## src/rtl/bin2bcd_if.sv

```systemverilog
// Handshake bundle between a producer/consumer (master) and the bin2bcd_seq converter (slave).
interface bin2bcd_if #(
  parameter int WIDTH  = 14,
  parameter int DIGITS = 4
);
  // Valid/ready: a transfer happens on a rising edge where valid and ready are both high;
  // the source holds its data and keeps valid asserted until that edge, and ready never waits on valid.
  logic                  in_valid;
  logic                  in_ready;
  logic [WIDTH-1:0]      bin_in;
  logic                  out_valid;
  logic                  out_ready;
  logic [4*DIGITS-1:0]   bcd_out;
  logic                  overflow;
  logic                  busy;

  modport master (
    output in_valid, bin_in, out_ready,
    input  in_ready, out_valid, bcd_out, overflow, busy
  );

  modport slave (
    input  in_valid, bin_in, out_ready,
    output in_ready, out_valid, bcd_out, overflow, busy
  );
endinterface

```

## src/rtl/bin2bcd_seq.sv

```systemverilog
// Sequential shift-add-3 binary-to-BCD converter, one bit per clock, saturating on overflow.
// Optional macro BIN2BCD_LZ_BLANK_EN replaces leading-zero digits with the blank code 4'hF.
module bin2bcd_seq #(
  parameter int WIDTH  = 14,
  parameter int DIGITS = 4
) (
  input  logic       clk,
  input  logic       rst,
  bin2bcd_if.slave   bus,
  output logic [1:0] o_dbg_state
);
  localparam int BW = 4 * DIGITS;
  localparam int CW = $clog2(WIDTH + 1);

  typedef enum logic [1:0] {
    S_IDLE  = 2'd0,
    S_SHIFT = 2'd1,
    S_DONE  = 2'd2
  } state_t;

  state_t          r_state;
  logic [WIDTH-1:0] r_bin;
  logic [BW-1:0]   r_acc;
  logic            r_carry;
  logic [CW-1:0]   r_cnt;
  logic            r_in_ready;
  logic            r_out_valid;
  logic            r_busy;
  logic [BW-1:0]   r_bcd;
  logic            r_ovf;

  logic [BW-1:0]   w_adj;
  logic [BW-1:0]   w_shifted;
  logic            w_carry;
  logic            w_gt9;
  logic            w_ovf;
  logic [BW-1:0]   w_final;

  // One double-dabble step: correct each digit, then shift the next binary bit in.
  always_comb begin
    w_adj = r_acc;
    for (int d = 0; d < DIGITS; d++) begin
      if (r_acc[4*d +: 4] >= 4'd5)
        w_adj[4*d +: 4] = r_acc[4*d +: 4] + 4'd3;
    end
    w_shifted = {w_adj[BW-2:0], r_bin[WIDTH-1]};
    w_carry   = r_carry | w_adj[BW-1];
    w_gt9     = 1'b0;
    for (int d = 0; d < DIGITS; d++) begin
      if (w_shifted[4*d +: 4] > 4'd9)
        w_gt9 = 1'b1;
    end
    w_ovf = w_carry | w_gt9;
  end

`ifdef BIN2BCD_LZ_BLANK_EN
  logic w_lead;
  always_comb begin
    w_final = w_shifted;
    w_lead  = 1'b1;
    if (w_ovf) begin
      for (int d = 0; d < DIGITS; d++) w_final[4*d +: 4] = 4'h9;
    end else begin
      // Blank from the top down until the first nonzero digit; ones digit always shown.
      for (int d = DIGITS - 1; d >= 1; d--) begin
        if (w_lead && (w_shifted[4*d +: 4] == 4'h0))
          w_final[4*d +: 4] = 4'hF;
        else
          w_lead = 1'b0;
      end
    end
  end
`else
  always_comb begin
    w_final = w_shifted;
    if (w_ovf) begin
      for (int d = 0; d < DIGITS; d++) w_final[4*d +: 4] = 4'h9;
    end
  end
`endif

  always_ff @(posedge clk) begin
    if (rst) begin
      r_state     <= S_IDLE;
      r_bin       <= '0;
      r_acc       <= '0;
      r_carry     <= 1'b0;
      r_cnt       <= '0;
      r_in_ready  <= 1'b1;
      r_out_valid <= 1'b0;
      r_busy      <= 1'b0;
      r_bcd       <= '0;
      r_ovf       <= 1'b0;
    end else begin
      case (r_state)
        S_IDLE: begin
          if (bus.in_valid) begin
            r_bin      <= bus.bin_in;
            r_acc      <= '0;
            r_carry    <= 1'b0;
            r_cnt      <= CW'(WIDTH);
            r_in_ready <= 1'b0;
            r_busy     <= 1'b1;
            r_state    <= S_SHIFT;
          end
        end
        S_SHIFT: begin
          r_acc   <= w_shifted;
          r_carry <= w_carry;
          r_bin   <= {r_bin[WIDTH-2:0], 1'b0};
          r_cnt   <= r_cnt - 1'b1;
          if (r_cnt == CW'(1)) begin
            r_bcd       <= w_final;
            r_ovf       <= w_ovf;
            r_out_valid <= 1'b1;
            r_busy      <= 1'b0;
            r_state     <= S_DONE;
          end
        end
        S_DONE: begin
          if (bus.out_ready) begin
            r_out_valid <= 1'b0;
            r_in_ready  <= 1'b1;
            r_state     <= S_IDLE;
          end
        end
        default: r_state <= S_IDLE;
      endcase
    end
  end

  assign bus.in_ready  = r_in_ready;
  assign bus.out_valid = r_out_valid;
  assign bus.busy      = r_busy;
  assign bus.bcd_out   = r_bcd;
  assign bus.overflow  = r_ovf;
  assign o_dbg_state   = r_state;
endmodule

```

## src/flat_wrapper.sv

```systemverilog
// flat-port wrapper written by rule: the top's interface ports become plain ports
module bin2bcd_seq_flat 
#(
  parameter int WIDTH  = 14,
  parameter int DIGITS = 4
)
  (clk, rst, o_dbg_state, bus_in_valid, bus_bin_in, bus_out_ready, bus_in_ready, bus_out_valid, bus_bcd_out, bus_overflow, bus_busy);
  bin2bcd_if #(.WIDTH(WIDTH), .DIGITS(DIGITS)) bus_i ();
  input  logic clk;
  input  logic rst;
  output logic [1:0] o_dbg_state;
  input wire logic [$bits(bus_i.in_valid)-1:0] bus_in_valid;
  input wire logic [$bits(bus_i.bin_in)-1:0] bus_bin_in;
  input wire logic [$bits(bus_i.out_ready)-1:0] bus_out_ready;
  output wire logic [$bits(bus_i.in_ready)-1:0] bus_in_ready;
  output wire logic [$bits(bus_i.out_valid)-1:0] bus_out_valid;
  output wire logic [$bits(bus_i.bcd_out)-1:0] bus_bcd_out;
  output wire logic [$bits(bus_i.overflow)-1:0] bus_overflow;
  output wire logic [$bits(bus_i.busy)-1:0] bus_busy;
  assign bus_i.in_valid = bus_in_valid;
  assign bus_i.bin_in = bus_bin_in;
  assign bus_i.out_ready = bus_out_ready;
  assign bus_in_ready = bus_i.in_ready;
  assign bus_out_valid = bus_i.out_valid;
  assign bus_bcd_out = bus_i.bcd_out;
  assign bus_overflow = bus_i.overflow;
  assign bus_busy = bus_i.busy;
  bin2bcd_seq #(.WIDTH(WIDTH), .DIGITS(DIGITS)) u_core (.clk(clk), .rst(rst), .bus(bus_i), .o_dbg_state(o_dbg_state));
endmodule
```

## config.mk

```make
export PLATFORM = sky130hd
export DESIGN_NAME = bin2bcd_seq_flat
export DESIGN_NICKNAME = d
export VERILOG_FILES = /design/src/rtl/bin2bcd_if.sv /design/src/rtl/bin2bcd_seq.sv /design/src/flat_wrapper.sv
export SDC_FILE = /design/constraint.sdc
export NUM_CORES = 1
export LEC_CHECK = 0
export ABC_AREA = 1
export CAP_MARGIN = 20
export CORE_UTILIZATION = 46
export CTS_CLUSTER_DIAMETER = 200
export DETAILED_ROUTE_END_ITERATION = 12
export PLACE_DENSITY = 0.67
export SLEW_MARGIN = 20
export SYNTH_ARGS = -nofsm -noshare
export SYNTH_HDL_FRONTEND = slang
export SYNTH_SLANG_ARGS = --single-unit
```

## constraint.sdc

```tcl
create_clock -name clk -period 4.23 [get_ports clk]
set_input_delay 0.6345 -clock clk [delete_from_list [all_inputs] [get_ports clk]]
set_output_delay 0.6345 -clock clk [all_outputs]
set_load 0.01 [all_outputs]
```

# Word level (Yosys, flattened, before mapping)
# Index checks and enable logic that the tools add are counted.
[classes]
add_sub_neg = 5
mul = 0
div = 0
n_lt_le_gt_ge = 8
eq_ne = 6
shifts = 0
mux = 29
bitwise_logic = 2
reduce_logical = 10
[ops]
columns = ["operator", "n"]
rows = [
  ["$mux 16", 2],
  ["$pmux 16 s2", 1],
  ["$pmux 14 s2", 1],
  ["$mux 4", 5],
  ["$add 4x2->4 const B", 4],
  ["$ge 4x3->1 const B", 4],
  ["$gt 4x4->1 const B", 4],
  ["$mux 14", 1],
  ["$reduce_and 3->1", 4],
  ["$mux 1", 10],
  ["$pmux 1 s2", 4],
  ["$pmux 4 s2", 1],
  ["$mux 2", 3],
  ["$pmux 2 s3", 1],
  ["$reduce_bool 2->1", 3],
  ["$eq 4x1->1 const B", 1],
  ["$ne 2x2->1 const B", 2],
  ["$reduce_and 2->1", 2],
  ["$sub 4x1->4 const B", 1],
  ["$eq 2x1->1 const B", 1],
  ["$eq 2x2->1 const B", 1],
  ["$logic_not 2->1", 1],
  ["$ne 2x1->1 const B", 1],
  ["$or 1x1->1", 2],
]
[word_totals]
reg_bits = 57
latch_bits = 0
ramBits = 0
rom_bits = 0
in_bits = 18
out_inout_bits = 22
memories = 0

# Longest topological paths before layout
# Gate-level depths: netlist (run 1).
[depth]
word_depth = 9
ltp_mapped = 16

# Least setup slack after synthesis (run 1)
# OpenSTA, ideal clock, no wires.
[synth_path]
path_type = "register to register"
startpoint = "register u_core.r_acc[12]"
endpoint = "register u_core.r_bcd[12], in the netlist u_core.bus.bcd_out[12]"
arrival_time_ns = 1.616
required_ns = 4.118
path_slack_ns = 2.502
stages_incl_launch_ff = 16
n_path_buf = 1
cell_sequence = "dfxtp_1 inv_1 ha_1 nand2_1 nand2_1 nand2_1 nand2_1 nand2_1 nand2_1 nand2_1 nand2_1 nor2_2 nand2_2 buf_6 o21ai_2 inv_1"
[synth_between]
elab_chain_cells = 6
[synth_rtl]
columns = ["item", "line_no", "rtl"]
rows = [
  ["from (decl)", "bin2bcd_seq.sv:23", "logic [BW-1:0] r_acc;"],
  ["from (signal assigned)", "bin2bcd_seq.sv:108", "r_acc <= w_shifted;"],
  ["$add 4x2->4 / $ge 4x3->1 (equally long branches)", "bin2bcd_seq.sv:44, bin2bcd_seq.sv:43", ""],
  ["$mux 4 *", "bin2bcd_seq.sv:43", "if (r_acc[4*d +: 4] >= 4'd5)"],
  ["$gt 4x4->1", "bin2bcd_seq.sv:50", "if (w_shifted[4*d +: 4] > 4'd9)"],
  ["$mux 1", "bin2bcd_seq.sv:50", ""],
  ["$or 1x1->1 *", "bin2bcd_seq.sv:53", "w_ovf = w_carry | w_gt9;"],
  ["$mux 16 *", "bin2bcd_seq.sv:76", "if (w_ovf) begin"],
  ["to (signal assigned)", "bin2bcd_seq.sv:113", "r_bcd <= w_final;"],
  ["to (decl)", "bin2bcd_seq.sv:29", "logic [BW-1:0] r_bcd;"],
]
# Every way passes the cells marked *; elsewhere a longest branch is shown, timed or not.
# A chain may end at the register's enable or synchronous reset.

# Worst setup path in the final report (run 1)
[layout_path]
startpoint = "register u_core.r_state[1], in the netlist u_core.o_dbg_state[1]"
endpoint = "register u_core.r_bin[9]"
[layout_between]
elab_chain_cells = 3
[layout_rtl]
columns = ["item", "line_no", "rtl"]
rows = [
  ["from (decl)", "bin2bcd_seq.sv:21", "state_t r_state;"],
  ["from (signal assigned)", "bin2bcd_seq.sv:84", "r_state <= S_IDLE;"],
  ["from (signal assigned)", "bin2bcd_seq.sv:104", "r_state <= S_SHIFT;"],
  ["from (signal assigned)", "bin2bcd_seq.sv:117", "r_state <= S_DONE;"],
  ["$eq 2x1->1 / $logic_not 2->1 (equally long branches)", "bin2bcd_seq.sv:95", "case (r_state)"],
  ["$reduce_bool 2->1 (no source line) / $ne 2x2->1 (equally long branches)", "n/a", ""],
  ["$reduce_and 2->1 (no source line)", "n/a", ""],
  ["to (signal assigned)", "bin2bcd_seq.sv:98", "r_bin <= bus.bin_in;"],
  ["to (signal assigned)", "bin2bcd_seq.sv:110", "r_bin <= {r_bin[WIDTH-2:0], 1'b0};"],
  ["to (decl)", "bin2bcd_seq.sv:22", "logic [WIDTH-1:0] r_bin;"],
]
# Several ways; a longest one is shown, not always the timed one.

==> flow_results.xml, run 1 <==
<?xml version="1.0" encoding="UTF-8"?>
<metrics>
  <group name="logic_synthesis">
    <metric name="mappedNetlistNets" unit="">427</metric>
    <metric name="syn-cell-area" unit="um2">2710</metric>
    <metric name="ys_seq_area_share" unit="%">42.1</metric>
    <metric name="count_of_yosys_warnings_during_synthesis" unit="">0</metric>
    <metric name="ys_ff_latch" unit="">57</metric>
    <metric name="synth.distinct_cells" unit="">29</metric>
    <metric name="postSynthCellCount" unit="">399</metric>
    <metric name="postSynthAreaPerCell" unit="um2">6.80</metric>
  </group>
  <group name="cells_and_area">
    <metric name="final_nets" unit="">462</metric>
    <metric name="areaGrowthSynthToFinish" unit="%">22.2</metric>
    <metric name="multi_input_area" unit="um2">1310</metric>
    <metric name="drive_above_1_share" unit="%">6.15</metric>
    <metric name="filler_cell_count" unit="">555</metric>
    <metric name="register_area" unit="um2">1140</metric>
    <metric name="antenna_cells_inserted" unit="">0</metric>
  </group>
  <group name="die">
    <metric name="floorplan.initialDensity" unit="%">48.3</metric>
    <metric name="dieWidth" unit="um">78.8</metric>
    <metric name="design.die.area" unit="um2">6210</metric>
    <metric name="floorplan.rows" unit="">27</metric>
    <metric name="i_o_pin_total" unit="">40</metric>
    <metric name="die_h" unit="um">78.8</metric>
    <metric name="core_area" unit="um2">5610</metric>
  </group>
  <group name="power">
    <metric name="power_leakage" unit="nW">1.44</metric>
    <metric name="power_density" unit="nW/um2">353</metric>
    <metric name="irDropWorstVdd" unit="V">0.000269</metric>
  </group>
  <group name="place">
    <metric name="gp_routability_congestion" unit="">0.845</metric>
    <metric name="portBuffers" unit="">39</metric>
    <metric name="dp_slack" unit="ps">1510</metric>
    <metric name="place_hpwl" unit="um">4080</metric>
  </group>
  <group name="clock_tree">
    <metric name="htree_num_levels" unit="">3</metric>
    <metric name="tritoncts_clock_tree" unit="">yes</metric>
    <metric name="cts.sink_count" unit="">57</metric>
    <metric name="cts_root_buf" unit="">sky130_fd_sc_hd__clkbuf_8</metric>
    <metric name="max-clock-path-buffers" unit="">2</metric>
    <metric name="cts_hold_bufs" unit="">0</metric>
    <metric name="postCtsSetupRepairBufs" unit="">0</metric>
    <metric name="clk_transition_reported_paths" unit="ps">70</metric>
    <metric name="postCtsResizedCells" unit="">0</metric>
    <metric name="cts_inserted_buffers" unit="">9</metric>
    <metric name="worst_skew_pair.late_latency" unit="ps">340</metric>
  </group>
  <group name="routing">
    <metric name="route.vias.total" unit="">2531</metric>
    <metric name="route.detailed.vias_per_inst" unit="">4.95</metric>
    <metric name="drt_drc_violations_left" unit="">0</metric>
    <metric name="routed_wirelength" unit="um">6030</metric>
    <metric name="detail_route.iter0.violations" unit="">143</metric>
    <metric name="avgRoutedWirePerCell" unit="um">11.8</metric>
    <metric name="detail_route.first_pass.iterations" unit="">4</metric>
    <metric name="detail-route-antenna-nets" unit="">0</metric>
  </group>
  <group name="setup_path">
    <metric name="max_stage_delay" unit="ps">680</metric>
    <metric name="crit_fanout" unit="">33</metric>
    <metric name="cp_num_buf_inv" unit="">4</metric>
    <metric name="cp.required" unit="ps">4510</metric>
    <metric name="crit_path_start_kind" unit="">register</metric>
    <metric name="critical_path.slowest_cell" unit="">sky130_fd_sc_hd__nor2_2</metric>
    <metric name="crit_type" unit="">reg2reg</metric>
    <metric name="cp_data_arrival_time" unit="ps">3020</metric>
    <metric name="critical-path-top-delay-family" unit="">simple AND/OR/NAND/NOR gates</metric>
    <metric name="worstPathCellList" unit="">inv_1 -&gt; nand2_1 -&gt; inv_1 -&gt; nor2_2 -&gt; buf_4 -&gt; a22oi_1 -&gt; nand2_1 -&gt; nand2_1 -&gt; inv_1</metric>
    <metric name="crit_path_end_kind" unit="">register</metric>
  </group>
  <group name="global_routing">
    <metric name="grt.met1_usage" unit="%">25.1</metric>
    <metric name="pin_count_of_the_biggest_net_entering_global_routing" unit="">45</metric>
    <metric name="globalRouteTotalUtil" unit="%">21.0</metric>
    <metric name="grt_first_pass_wirelength" unit="um">9960</metric>
    <metric name="grt_overflow" unit="">0</metric>
    <metric name="grt.met2_usage" unit="%">35.0</metric>
    <metric name="grt_antenna_before_repair" unit="">0</metric>
    <metric name="busiest_layer_in_global_routing" unit="">met2</metric>
    <metric name="groute.layer.met3.usage" unit="%">7.93</metric>
    <metric name="grt_pass1_vias" unit="">2214</metric>
  </group>
  <group name="timing">
    <metric name="setup-violations-final" unit="">0</metric>
    <metric name="grt_setup_unrepaired" unit="">no</metric>
    <metric name="clock-skew-final" unit="ps">8.33</metric>
    <metric name="finalWorstSetupSlack" unit="ps">1490</metric>
    <metric name="fmaxAchievable" unit="MHz">365</metric>
    <metric name="setup_total_negative_slack" unit="ps">0</metric>
    <metric name="tightest_slew" unit="ps">1040</metric>
    <metric name="slew_headroom" unit="%">30.8</metric>
    <metric name="period_needed" unit="ps">2740</metric>
    <metric name="final.period_utilization" unit="%">64.8</metric>
    <metric name="final-max-slew-violation-count" unit="">0</metric>
    <metric name="hold_viol" unit="">0</metric>
  </group>
  <group name="run_status">
    <metric name="status" unit="">completed</metric>
  </group>
  <group name="run">
    <metric name="cap_viol_max_count" unit="">0</metric>
  </group>
  <group name="hold_path">
    <metric name="hold_path_class" unit="">reg2reg</metric>
  </group>
</metrics>
==> logic make-up (layout without fill, tap and decap cells) <==
logic type	Yosys count	in the layout	synth area share, %
simple gates	179	179	26.3
flops	57	57	42.1
fa+ha+maj	10	10	4.61
buf+inv	67	107	9.74
compound gates	86	86	17.3
==> registers in the layout (all words and copies together), names as in the netlist <==
name,flops
u_core.bus.bcd_out,16
u_core.bus.busy,1
u_core.bus.in_ready,1
u_core.bus.out_valid,1
u_core.bus.overflow,1
u_core.o_dbg_state,2
u_core.r_acc,16
u_core.r_bin,14
u_core.r_carry,1
u_core.r_cnt,4
==> per-stage QoR <==
stage / instance area, um2 / instances / power, mW / hold WS, ps / utilization, %
after global routing: 3310 / 511 / 1.23 / 479 / 59.1
after CTS: 3310 / 511 / 1.18 / 458 / 59.1
after floorplan: 2710 / 399 / 0.676 / 437 / -
after detailed placement: 3130 / 495 / 0.724 / 444 / 55.9
after global placement: 3130 / 495 / 0.722 / 441 / 55.9
final: 3310 / 511 / 1.17 / 457 / 59.1
==> layout make-up <==
class,instances,area share (%)
Multi-Input combinational cell,275,39.5
Sequential cell,57,34.4
Timing Repair Buffer,41,12.2
Inverter,50,5.66
Clock buffer,11,4.57
Tap cell,72,2.72
Clock inverter,5,0.906
==> placed cells by master (no fill, tap or decap), drive strengths merged, types with 3 or more instances in the layout <==
| cell type | instances |
|---|---|
| nand2 | 111 |
| dfxtp | 57 |
| inv | 49 |
| nor2 | 44 |
| a21oi | 43 |
| clkdlybuf4s50 | 39 |
| o21ai | 34 |
| nand3 | 18 |
| clkbuf | 11 |
| ha | 10 |
| clkinv | 4 |
| nor3 | 3 |
| nand4 | 3 |
==> metal layers <==
layer  vias up  routed length, um
met3         6                216
met4         0                 62
li1       1340                  -
met5         -                  0
met2        49               2830
met1      1136               2920
==> report_power, final <==
| group | total [mW] | internal, mW | leakage (nW) | switching, mW |
|---|---|---|---|---|
| Clock | 0.458 | 0.241 | 0.0911 | 0.217 |
| Combinational | 0.136 | 0.0548 | 0.882 | 0.0815 |
| Sequential | 0.575 | 0.561 | 0.464 | 0.0141 |
==> path summary, 6_finish.rpt <==
check | from | endpoint | slack, ps | cells after the start
max | u_core.o_dbg_state[1] | u_core.r_bin[9] | 1490 | 9
min | u_core.bus.in_ready | u_core.bus.in_ready | 460 | 2
max reg2reg | u_core.o_dbg_state[1] | u_core.r_bin[9] | 1490 | 9
min reg2reg | u_core.bus.in_ready | u_core.bus.in_ready | 460 | 2
==> cells in the mapped netlist <==
| master | instances | share of area [%] |
|---|---|---|
| sky130_fd_sc_hd__o31ai_1 | 1 | 0.28 |
| sky130_fd_sc_hd__nand4_1 | 3 | 0.69 |
| sky130_fd_sc_hd__inv_2 | 1 | 0.14 |
| sky130_fd_sc_hd__a31oi_1 | 1 | 0.23 |
| sky130_fd_sc_hd__a21oi_1 | 42 | 7.8 |
| sky130_fd_sc_hd__nand2_2 | 1 | 0.23 |
| sky130_fd_sc_hd__nand3_1 | 18 | 3.3 |
| sky130_fd_sc_hd__ha_1 | 10 | 4.6 |
| sky130_fd_sc_hd__a21o_1 | 1 | 0.28 |
| sky130_fd_sc_hd__clkinv_1 | 1 | 0.14 |
| sky130_fd_sc_hd__o22ai_1 | 1 | 0.23 |
| sky130_fd_sc_hd__o21ai_0 | 23 | 4.2 |
| sky130_fd_sc_hd__clkbuf_1 | 11 | 1.5 |
| sky130_fd_sc_hd__nor2_2 | 2 | 0.46 |
| sky130_fd_sc_hd__nor3_1 | 3 | 0.55 |
| sky130_fd_sc_hd__o21a_1 | 1 | 0.28 |
| sky130_fd_sc_hd__a21oi_2 | 1 | 0.32 |
| sky130_fd_sc_hd__dfxtp_1 | 57 | 42 |
| sky130_fd_sc_hd__a221oi_1 | 1 | 0.32 |
| sky130_fd_sc_hd__o21ai_1 | 8 | 1.5 |
| sky130_fd_sc_hd__a22oi_1 | 2 | 0.55 |
| sky130_fd_sc_hd__inv_1 | 48 | 6.6 |
| sky130_fd_sc_hd__buf_1 | 1 | 0.14 |
| sky130_fd_sc_hd__o21ai_2 | 3 | 0.97 |
| sky130_fd_sc_hd__nand2_1 | 110 | 15 |
| sky130_fd_sc_hd__buf_6 | 1 | 0.42 |
| sky130_fd_sc_hd__nor2_1 | 42 | 5.8 |
| sky130_fd_sc_hd__a311oi_1 | 1 | 0.32 |
| sky130_fd_sc_hd__buf_2 | 4 | 0.74 |
==> worst min-delay path, stage by stage, from the launching register on <==
cell and delay [ps]:
sky130_fd_sc_hd__dfxtp_1 310, sky130_fd_sc_hd__nand2_1 60, sky130_fd_sc_hd__nand2_1 40
Power figures use the tool's default switching activity.
==> inputs of run 2 (changes only) <==
==> constraint.sdc (replaced) <==
create_clock -name clk -period 2.65 [get_ports clk]
set_input_delay 0.3975 -clock clk [delete_from_list [all_inputs] [get_ports clk]]
set_output_delay 0.3975 -clock clk [all_outputs]
set_load 0.01 [all_outputs]
==> run 2 against run 1 <==
Worst hold slack worse by 1.8 ps. Critical path depth rose by 5. First-iteration DRC count decreased by 1.4%. Clock skew grew 0.90 ps. Via count up 1.7%. Utilization rose by 0.54 points. Sequential power up 60%. Clock-buffer cell count rose by 2. Total power grew 65%. Clock power is 72% higher. Global-route usage is 0.56 points higher. Non-clock buffer count increased by 3. Critical path type unchanged. Highest routed layer unchanged.
==> flow_results.xml, run 2 (synthesis gave the netlist of run 1 again) <==
<?xml version="1.0" encoding="UTF-8"?>
<metrics>
  <group name="timing">
    <metric name="fmaxAchievable" unit="MHz">476</metric>
    <metric name="clock-skew-final" unit="ps">9.23</metric>
    <metric name="final.period_utilization" unit="%">79.2</metric>
    <metric name="period_needed" unit="ps">2100</metric>
    <metric name="setup-violations-final" unit="">0</metric>
    <metric name="setup_total_negative_slack" unit="ps">0</metric>
    <metric name="tightest_slew" unit="ps">681</metric>
    <metric name="final-max-slew-violation-count" unit="">0</metric>
    <metric name="hold_viol" unit="">0</metric>
    <metric name="fin_worst_hold_slack" unit="ps">455</metric>
    <metric name="slew_headroom" unit="%">54.6</metric>
    <metric name="finalWorstSetupSlack" unit="ps">551</metric>
    <metric name="grt_setup_unrepaired" unit="">no</metric>
  </group>
  <group name="clock_tree">
    <metric name="htree_num_levels" unit="">3</metric>
    <metric name="max-clock-path-buffers" unit="">2</metric>
    <metric name="cts.sink_count" unit="">57</metric>
    <metric name="cts_hold_bufs" unit="">0</metric>
    <metric name="cts_root_buf" unit="">sky130_fd_sc_hd__clkbuf_8</metric>
    <metric name="cts_inserted_buffers" unit="">9</metric>
    <metric name="tritoncts_clock_tree" unit="">yes</metric>
    <metric name="postCtsSetupRepairBufs" unit="">0</metric>
    <metric name="clk_transition_reported_paths" unit="ps">70</metric>
    <metric name="worst_skew_pair.late_latency" unit="ps">330</metric>
    <metric name="postCtsResizedCells" unit="">0</metric>
  </group>
  <group name="setup_path">
    <metric name="worst-r2r-setup-slack" unit="ps">550</metric>
    <metric name="worst-path-stages" unit="">14</metric>
    <metric name="max_stage_delay" unit="ps">400</metric>
    <metric name="crit_path_end_kind" unit="">register</metric>
    <metric name="cp_data_arrival_time" unit="ps">2320</metric>
    <metric name="crit_type" unit="">reg2reg</metric>
    <metric name="critical_path.slowest_cell" unit="">sky130_fd_sc_hd__dfxtp_1</metric>
    <metric name="worstPathCellList" unit="">inv_1 -&gt; ha_1 -&gt; nand2_1 -&gt; nand2_1 -&gt; nand2_1 -&gt; nand2_1 -&gt; nand2_1 -&gt; nand2_1 -&gt; nand2_1 -&gt; nand2_1 -&gt; nor2_2 -&gt; nand2_2 -&gt; o21ai_0 -&gt; inv_1</metric>
    <metric name="crit-reg2reg-capture" unit="">u_core.bus.bcd_out[4]</metric>
    <metric name="r2r_startpoint" unit="">u_core.r_acc[4]</metric>
    <metric name="cp.required" unit="ps">2870</metric>
    <metric name="crit_path_start_kind" unit="">register</metric>
    <metric name="critical-path-top-delay-family" unit="">simple AND/OR/NAND/NOR gates</metric>
    <metric name="worst-r2r-cell-count" unit="">14</metric>
    <metric name="crit_fanout" unit="">14</metric>
    <metric name="crit_path_frequent_cell" unit="">sky130_fd_sc_hd__nand2_1</metric>
    <metric name="cp_num_buf_inv" unit="">2</metric>
  </group>
  <group name="place">
    <metric name="portBuffers" unit="">39</metric>
    <metric name="postPlaceCellArea" unit="um2">3160</metric>
    <metric name="gp_routability_congestion" unit="">0.828</metric>
    <metric name="place_hpwl" unit="um">4210</metric>
    <metric name="dp_slack" unit="ps">555</metric>
  </group>
  <group name="die">
    <metric name="i_o_pin_total" unit="">40</metric>
    <metric name="design.die.area" unit="um2">6210</metric>
    <metric name="die_h" unit="um">78.8</metric>
    <metric name="floorplan.initialDensity" unit="%">48.3</metric>
    <metric name="core_area" unit="um2">5610</metric>
    <metric name="dieWidth" unit="um">78.8</metric>
    <metric name="floorplan.rows" unit="">27</metric>
  </group>
  <group name="cells_and_area">
    <metric name="layout_commonest_cell" unit="">sky130_fd_sc_hd__nand2_1</metric>
    <metric name="mostFrequentLayoutCells" unit="">sky130_fd_sc_hd__nand2_1, sky130_fd_sc_hd__dfxtp_1, sky130_fd_sc_hd__inv_1</metric>
    <metric name="final_nets" unit="">465</metric>
    <metric name="register_area" unit="um2">1140</metric>
    <metric name="multi_input_area" unit="um2">1310</metric>
    <metric name="drive_above_1_share" unit="%">6.11</metric>
    <metric name="post-route-cell-area" unit="um2">3340</metric>
    <metric name="filler_cell_count" unit="">566</metric>
    <metric name="areaGrowthSynthToFinish" unit="%">23.4</metric>
    <metric name="antenna_cells_inserted" unit="">0</metric>
  </group>
  <group name="routing">
    <metric name="detail-route-antenna-nets" unit="">0</metric>
    <metric name="route.detailed.vias_per_inst" unit="">5.01</metric>
    <metric name="route.vias.total" unit="">2573</metric>
    <metric name="detail_route.first_pass.iterations" unit="">5</metric>
    <metric name="avgRoutedWirePerCell" unit="um">11.9</metric>
    <metric name="detail_route.iter0.violations" unit="">141</metric>
    <metric name="routed_wirelength" unit="um">6130</metric>
    <metric name="drt_drc_violations_left" unit="">0</metric>
  </group>
  <group name="power">
    <metric name="switching_fraction" unit="%">25.1</metric>
    <metric name="power_leakage" unit="nW">1.46</metric>
    <metric name="comb_power_share" unit="%">11.7</metric>
    <metric name="total_power_draw" unit="mW">1.93</metric>
    <metric name="irDropWorstVdd" unit="V">0.000364</metric>
    <metric name="total_switching_power" unit="uW">483</metric>
    <metric name="power.share.clock" unit="%">40.7</metric>
    <metric name="power_density" unit="nW/um2">577</metric>
    <metric name="cell_internal_pwr" unit="mW">1.45</metric>
    <metric name="share_of_total_power_in_sequential_cells" unit="%">47.6</metric>
  </group>
  <group name="hold_path">
    <metric name="min_delay_path_depth" unit="">2</metric>
    <metric name="min_from" unit="">u_core.bus.in_ready</metric>
    <metric name="min_delay_worst_endpoint" unit="">u_core.bus.in_ready</metric>
    <metric name="hold_path_class" unit="">reg2reg</metric>
  </group>
  <group name="run_status">
    <metric name="status" unit="">completed</metric>
  </group>
  <group name="global_routing">
    <metric name="globalRouteTotalUtil" unit="%">21.6</metric>
    <metric name="grt_pass1_vias" unit="">2344</metric>
    <metric name="grt_first_pass_wirelength" unit="um">10300</metric>
    <metric name="grt_overflow" unit="">0</metric>
    <metric name="pin_count_of_the_biggest_net_entering_global_routing" unit="">45</metric>
    <metric name="grt_antenna_before_repair" unit="">0</metric>
  </group>
  <group name="run">
    <metric name="cap_viol_max_count" unit="">0</metric>
  </group>
</metrics>
## run 2: cell count changes in the layout (fill, tap and decap cells not counted)
cell	change
sky130_fd_sc_hd__clkbuf_1	+3
sky130_fd_sc_hd__clkinv_2	-1
sky130_fd_sc_hd__clkinvlp_4	-2
sky130_fd_sc_hd__bufinv_16	+1
sky130_fd_sc_hd__clkbuf_8	-1
sky130_fd_sc_hd__buf_4	+3
## run 2: worst register-to-register path, stage by stage, from the launching register on
cell                      delay (ps)
sky130_fd_sc_hd__dfxtp_1         400
sky130_fd_sc_hd__inv_1            80
sky130_fd_sc_hd__ha_1            230
sky130_fd_sc_hd__nand2_1          70
sky130_fd_sc_hd__nand2_1         100
sky130_fd_sc_hd__nand2_1         100
sky130_fd_sc_hd__nand2_1          50
sky130_fd_sc_hd__nand2_1          80
sky130_fd_sc_hd__nand2_1          70
sky130_fd_sc_hd__nand2_1          70
sky130_fd_sc_hd__nand2_1          70
sky130_fd_sc_hd__nor2_2          150
sky130_fd_sc_hd__nand2_2         240
sky130_fd_sc_hd__o21ai_0         220
sky130_fd_sc_hd__inv_1            60
## run 2: worst max path at each step
stage | start | to | slack [ps]
detailed placement | u_core.r_acc[4] | u_core.bus.bcd_out[4] | 560
global route | u_core.r_acc[4] | u_core.bus.bcd_out[3] | 230
floorplan | u_core.r_acc[12] | u_core.bus.bcd_out[12] | 920
global placement | u_core.r_acc[4] | u_core.bus.bcd_out[4] | 580
CTS | u_core.r_acc[4] | u_core.bus.bcd_out[4] | 550
finish | u_core.r_acc[4] | u_core.bus.bcd_out[4] | 550
## run 2: layer usage
metal / vias to the layer above / track usage, % / part of all wire, %
li1: 1349 / - / -
met1: 1172 / 25.1 / 45
met2: 46 / 37.7 / 50
met3: 6 / 6.90 / 3.8
met4: 0 / 6.11 / 1.1
met5: - / 0 / 0
## run 2: power by group through the flow
stage | clock, mW | combinational (mW) | sequential, mW
floorplan | 0 | 0.142 | 0.936
global placement | 0 | 0.224 | 0.937
detailed placement | 0 | 0.228 | 0.937
CTS | 0.806 | 0.228 | 0.918
global route | 0.851 | 0.256 | 0.922
finish | 0.786 | 0.225 | 0.919
## run 2: area by class of cell
| class | instances | share of cell area (%) |
|---|---|---|
| Multi-Input combinational cell | 275 | 39.1 |
| Sequential cell | 57 | 34.1 |
| Clock inverter | 3 | 1.20 |
| Inverter | 50 | 5.61 |
| Timing Repair Buffer | 44 | 12.8 |
| Clock buffer | 13 | 4.45 |
| Tap cell | 72 | 2.69 |
## run 2: through the flow
step / utilization, % / cells
3_3_place_gp: 56.3 / 498
4_1_cts: 59.6 / 514
2_1_floorplan: - / 399
6_report: 59.6 / 514
5_1_grt: 59.6 / 514
3_5_place_dp: 56.3 / 498
==> inputs of run 3 (changes only) <==
==> constraint.sdc (replaced) <==
create_clock -name clk -period 2.05 [get_ports clk]
set_input_delay 0.3075 -clock clk [delete_from_list [all_inputs] [get_ports clk]]
set_output_delay 0.3075 -clock clk [all_outputs]
set_load 0.01 [all_outputs]
==> run 3 against run 2 <==
Worst hold slack got worse by 3.5 ps. Global-route usage rose by 0.35 points. Combinational power rose by 36%. Via count rose by 1.6%. Total power rose by 35%. Largest power group unchanged. Clock-buffer cell count rose by 1. Clock skew barely moved. Final area rose by 4.6%. Sequential power rose by 29%. Non-clock buffer count rose by 7. First-iteration DRC count rose by 5.7%.
==> flow_results.xml, run 3 (synthesis gave the netlist of run 1 again) <==
<?xml version="1.0" encoding="UTF-8"?>
<metrics>
  <group name="die">
    <metric name="i_o_pin_total" unit="">40</metric>
    <metric name="die_h" unit="um">78.8</metric>
    <metric name="design.die.area" unit="um2">6210</metric>
    <metric name="core_area" unit="um2">5610</metric>
    <metric name="dieWidth" unit="um">78.8</metric>
    <metric name="floorplan.rows" unit="">27</metric>
    <metric name="floorplan.initialDensity" unit="%">48.3</metric>
  </group>
  <group name="routing">
    <metric name="top_layer_used" unit="">met4</metric>
    <metric name="route.detailed.vias_per_inst" unit="">5.01</metric>
    <metric name="detail_route.iter0.violations" unit="">149</metric>
    <metric name="met3WireLength" unit="um">382</metric>
    <metric name="detail_route.first_pass.iterations" unit="">4</metric>
    <metric name="routed_wirelength" unit="um">6360</metric>
    <metric name="drt_drc_violations_left" unit="">0</metric>
    <metric name="route.met2.wl" unit="um">3020</metric>
    <metric name="detail-route-antenna-nets" unit="">0</metric>
    <metric name="route.vias.total" unit="">2614</metric>
    <metric name="routedLengthMet1" unit="um">2840</metric>
    <metric name="avgRoutedWirePerCell" unit="um">12.2</metric>
  </group>
  <group name="setup_path">
    <metric name="crit_path_end_kind" unit="">register</metric>
    <metric name="cp.required" unit="ps">2290</metric>
    <metric name="critical_path.slowest_cell" unit="">sky130_fd_sc_hd__dfxtp_2</metric>
    <metric name="worst-r2r-cell-count" unit="">14</metric>
    <metric name="worst-r2r-setup-slack" unit="ps">130</metric>
    <metric name="crit_path_start_kind" unit="">register</metric>
    <metric name="critical-path-top-delay-family" unit="">simple AND/OR/NAND/NOR gates</metric>
    <metric name="crit_path_frequent_cell" unit="">sky130_fd_sc_hd__nand2_1</metric>
    <metric name="worstPathCellList" unit="">buf_4 -&gt; ha_1 -&gt; inv_1 -&gt; nand2_1 -&gt; nand2_1 -&gt; nand3_1 -&gt; nand2_1 -&gt; nand2_1 -&gt; nand2_1 -&gt; nand2_1 -&gt; nor2_4 -&gt; nand2_8 -&gt; o21ai_1 -&gt; inv_1</metric>
    <metric name="cp_num_buf_inv" unit="">3</metric>
    <metric name="cp_data_arrival_time" unit="ps">2160</metric>
    <metric name="worst-path-stages" unit="">14</metric>
    <metric name="max_stage_delay" unit="ps">330</metric>
    <metric name="crit_type" unit="">reg2reg</metric>
    <metric name="crit_fanout" unit="">7</metric>
  </group>
  <group name="clock_tree">
    <metric name="cts.sink_count" unit="">57</metric>
    <metric name="worst_skew_pair.late_latency" unit="ps">340</metric>
    <metric name="cts_inserted_buffers" unit="">9</metric>
    <metric name="cts_hold_bufs" unit="">0</metric>
    <metric name="htree_num_levels" unit="">3</metric>
    <metric name="tritoncts_clock_tree" unit="">yes</metric>
    <metric name="max-clock-path-buffers" unit="">2</metric>
    <metric name="clk_transition_reported_paths" unit="ps">70</metric>
    <metric name="cts_root_buf" unit="">sky130_fd_sc_hd__clkbuf_8</metric>
  </group>
  <group name="run_status">
    <metric name="status" unit="">completed</metric>
  </group>
  <group name="hold_path">
    <metric name="min_delay_path_depth" unit="">2</metric>
    <metric name="hold_path_class" unit="">reg2reg</metric>
  </group>
  <group name="place">
    <metric name="place_hpwl" unit="um">4080</metric>
    <metric name="gp_routability_congestion" unit="">0.870</metric>
    <metric name="portBuffers" unit="">39</metric>
    <metric name="dp_slack" unit="ps">8.05</metric>
    <metric name="post-place-cells" unit="">503</metric>
  </group>
  <group name="power">
    <metric name="power_density" unit="nW/um2">742</metric>
    <metric name="share_of_total_power_in_sequential_cells" unit="%">45.7</metric>
    <metric name="power.share.clock" unit="%">42.5</metric>
    <metric name="power_leakage" unit="nW">1.52</metric>
    <metric name="cell_internal_pwr" unit="mW">1.95</metric>
    <metric name="total_switching_power" unit="uW">648</metric>
    <metric name="comb_power_share" unit="%">11.8</metric>
    <metric name="irDropWorstVdd" unit="V">0.000452</metric>
    <metric name="switching_fraction" unit="%">25.0</metric>
  </group>
  <group name="run">
    <metric name="cap_viol_max_count" unit="">0</metric>
  </group>
  <group name="global_routing">
    <metric name="grt_pass1_vias" unit="">2309</metric>
    <metric name="grt_overflow" unit="">0</metric>
    <metric name="pin_count_of_the_biggest_net_entering_global_routing" unit="">45</metric>
    <metric name="grt_first_pass_wirelength" unit="um">10400</metric>
    <metric name="globalRouteTotalUtil" unit="%">21.9</metric>
    <metric name="grt_antenna_before_repair" unit="">0</metric>
  </group>
  <group name="cells_and_area">
    <metric name="mostFrequentLayoutCells" unit="">sky130_fd_sc_hd__nand2_1, sky130_fd_sc_hd__dfxtp_1, sky130_fd_sc_hd__inv_1</metric>
    <metric name="drive_above_1_share" unit="%">10.0</metric>
    <metric name="areaGrowthSynthToFinish" unit="%">29.0</metric>
    <metric name="layout_commonest_cell" unit="">sky130_fd_sc_hd__nand2_1</metric>
    <metric name="final_util" unit="%">62.4</metric>
    <metric name="instances_no_fill" unit="">522</metric>
    <metric name="final_nets" unit="">473</metric>
    <metric name="antenna_cells_inserted" unit="">0</metric>
  </group>
  <group name="timing">
    <metric name="fmaxAchievable" unit="MHz">521</metric>
    <metric name="slew_headroom" unit="%">72.5</metric>
    <metric name="setup-violations-final" unit="">0</metric>
    <metric name="final-max-slew-violation-count" unit="">0</metric>
    <metric name="hold_viol" unit="">0</metric>
    <metric name="finalWorstSetupSlack" unit="ps">130</metric>
    <metric name="tightest_slew" unit="ps">413</metric>
    <metric name="setup_total_negative_slack" unit="ps">0</metric>
    <metric name="final.period_utilization" unit="%">93.6</metric>
    <metric name="clock-skew-final" unit="ps">9.44</metric>
    <metric name="fin_worst_hold_slack" unit="ps">452</metric>
    <metric name="period_needed" unit="ps">1920</metric>
  </group>
</metrics>
==> run 3: changes by cell type in the layout (fill, tap and decap cells not counted), moves of 2 or more <==
cell                       delta
sky130_fd_sc_hd__clkbuf_8     +2
sky130_fd_sc_hd__ha_1         -2
sky130_fd_sc_hd__nand2_1      -2
sky130_fd_sc_hd__dfxtp_1      -3
sky130_fd_sc_hd__o21ai_1      +4
sky130_fd_sc_hd__dfxtp_2      +3
sky130_fd_sc_hd__ha_2         +2
sky130_fd_sc_hd__o21ai_0      -4
sky130_fd_sc_hd__buf_4        +5
sky130_fd_sc_hd__buf_12       +2
==> run 3: metrics by stage <==
stage	cell area, um2	power [mW]
after global routing	3500	2.71
final	3500	2.59
after detailed placement	3210	1.51
after floorplan	2710	1.39
after global placement	3210	1.51
after CTS	3420	2.61
==> run 3: cell type report <==
type / instances / area, um2
fillers: 541 / 2110
multi-input cells: 276 / 1360
flip-flops and latches: 57 / 1140
repair buffers: 51 / 505
inverters: 50 / 188
clock buffers: 14 / 173
well taps: 72 / 90.1
clock inverters: 2 / 35.0
==> run 3: worst register-to-register path: cells and delay by family (launching register included) <==
kind / cells / cell delay, ps
buffers and inverters: 3 / 230
adder cells (fa/ha/maj): 1 / 190
AO/OA/AOI/OAI: 1 / 130
AND/OR/NAND/NOR: 9 / 920
flip-flops: 1 / 330
==> run 3: power groups by stage <==
stage / clock network [mW] / registers [mW] / logic (mW)
3_3_place_gp: 0 / 1.21 / 0.301
5_1_grt: 1.18 / 1.19 / 0.344
3_5_place_dp: 0 / 1.21 / 0.302
4_1_cts: 1.12 / 1.19 / 0.304
2_1_floorplan: 0 / 1.21 / 0.183
6_report: 1.10 / 1.19 / 0.306
==> run 3: final timing paths <==
kind | to | from
max reg2reg | u_core.bus.bcd_out[8] | u_core.r_acc[12]
min | u_core.bus.in_ready | u_core.bus.in_ready
max | u_core.bus.bcd_out[8] | u_core.r_acc[12]
min reg2reg | u_core.bus.in_ready | u_core.bus.in_ready
==> run 3: routing by layer <==
layer / vias up / track usage, %
li1: 1361 / -
met1: 1163 / 26.5
met2: 78 / 36.2
met3: 12 / 5.75
met4: 0 / 10.6
met5: - / 0
==> run 3: timing repair <==
item,4_1_cts,5_1_grt
resized for setup,1,16
pin swaps,0,3
endpoints found under the setup margin,4,15
cloned,0,1
buffers inserted,0,2
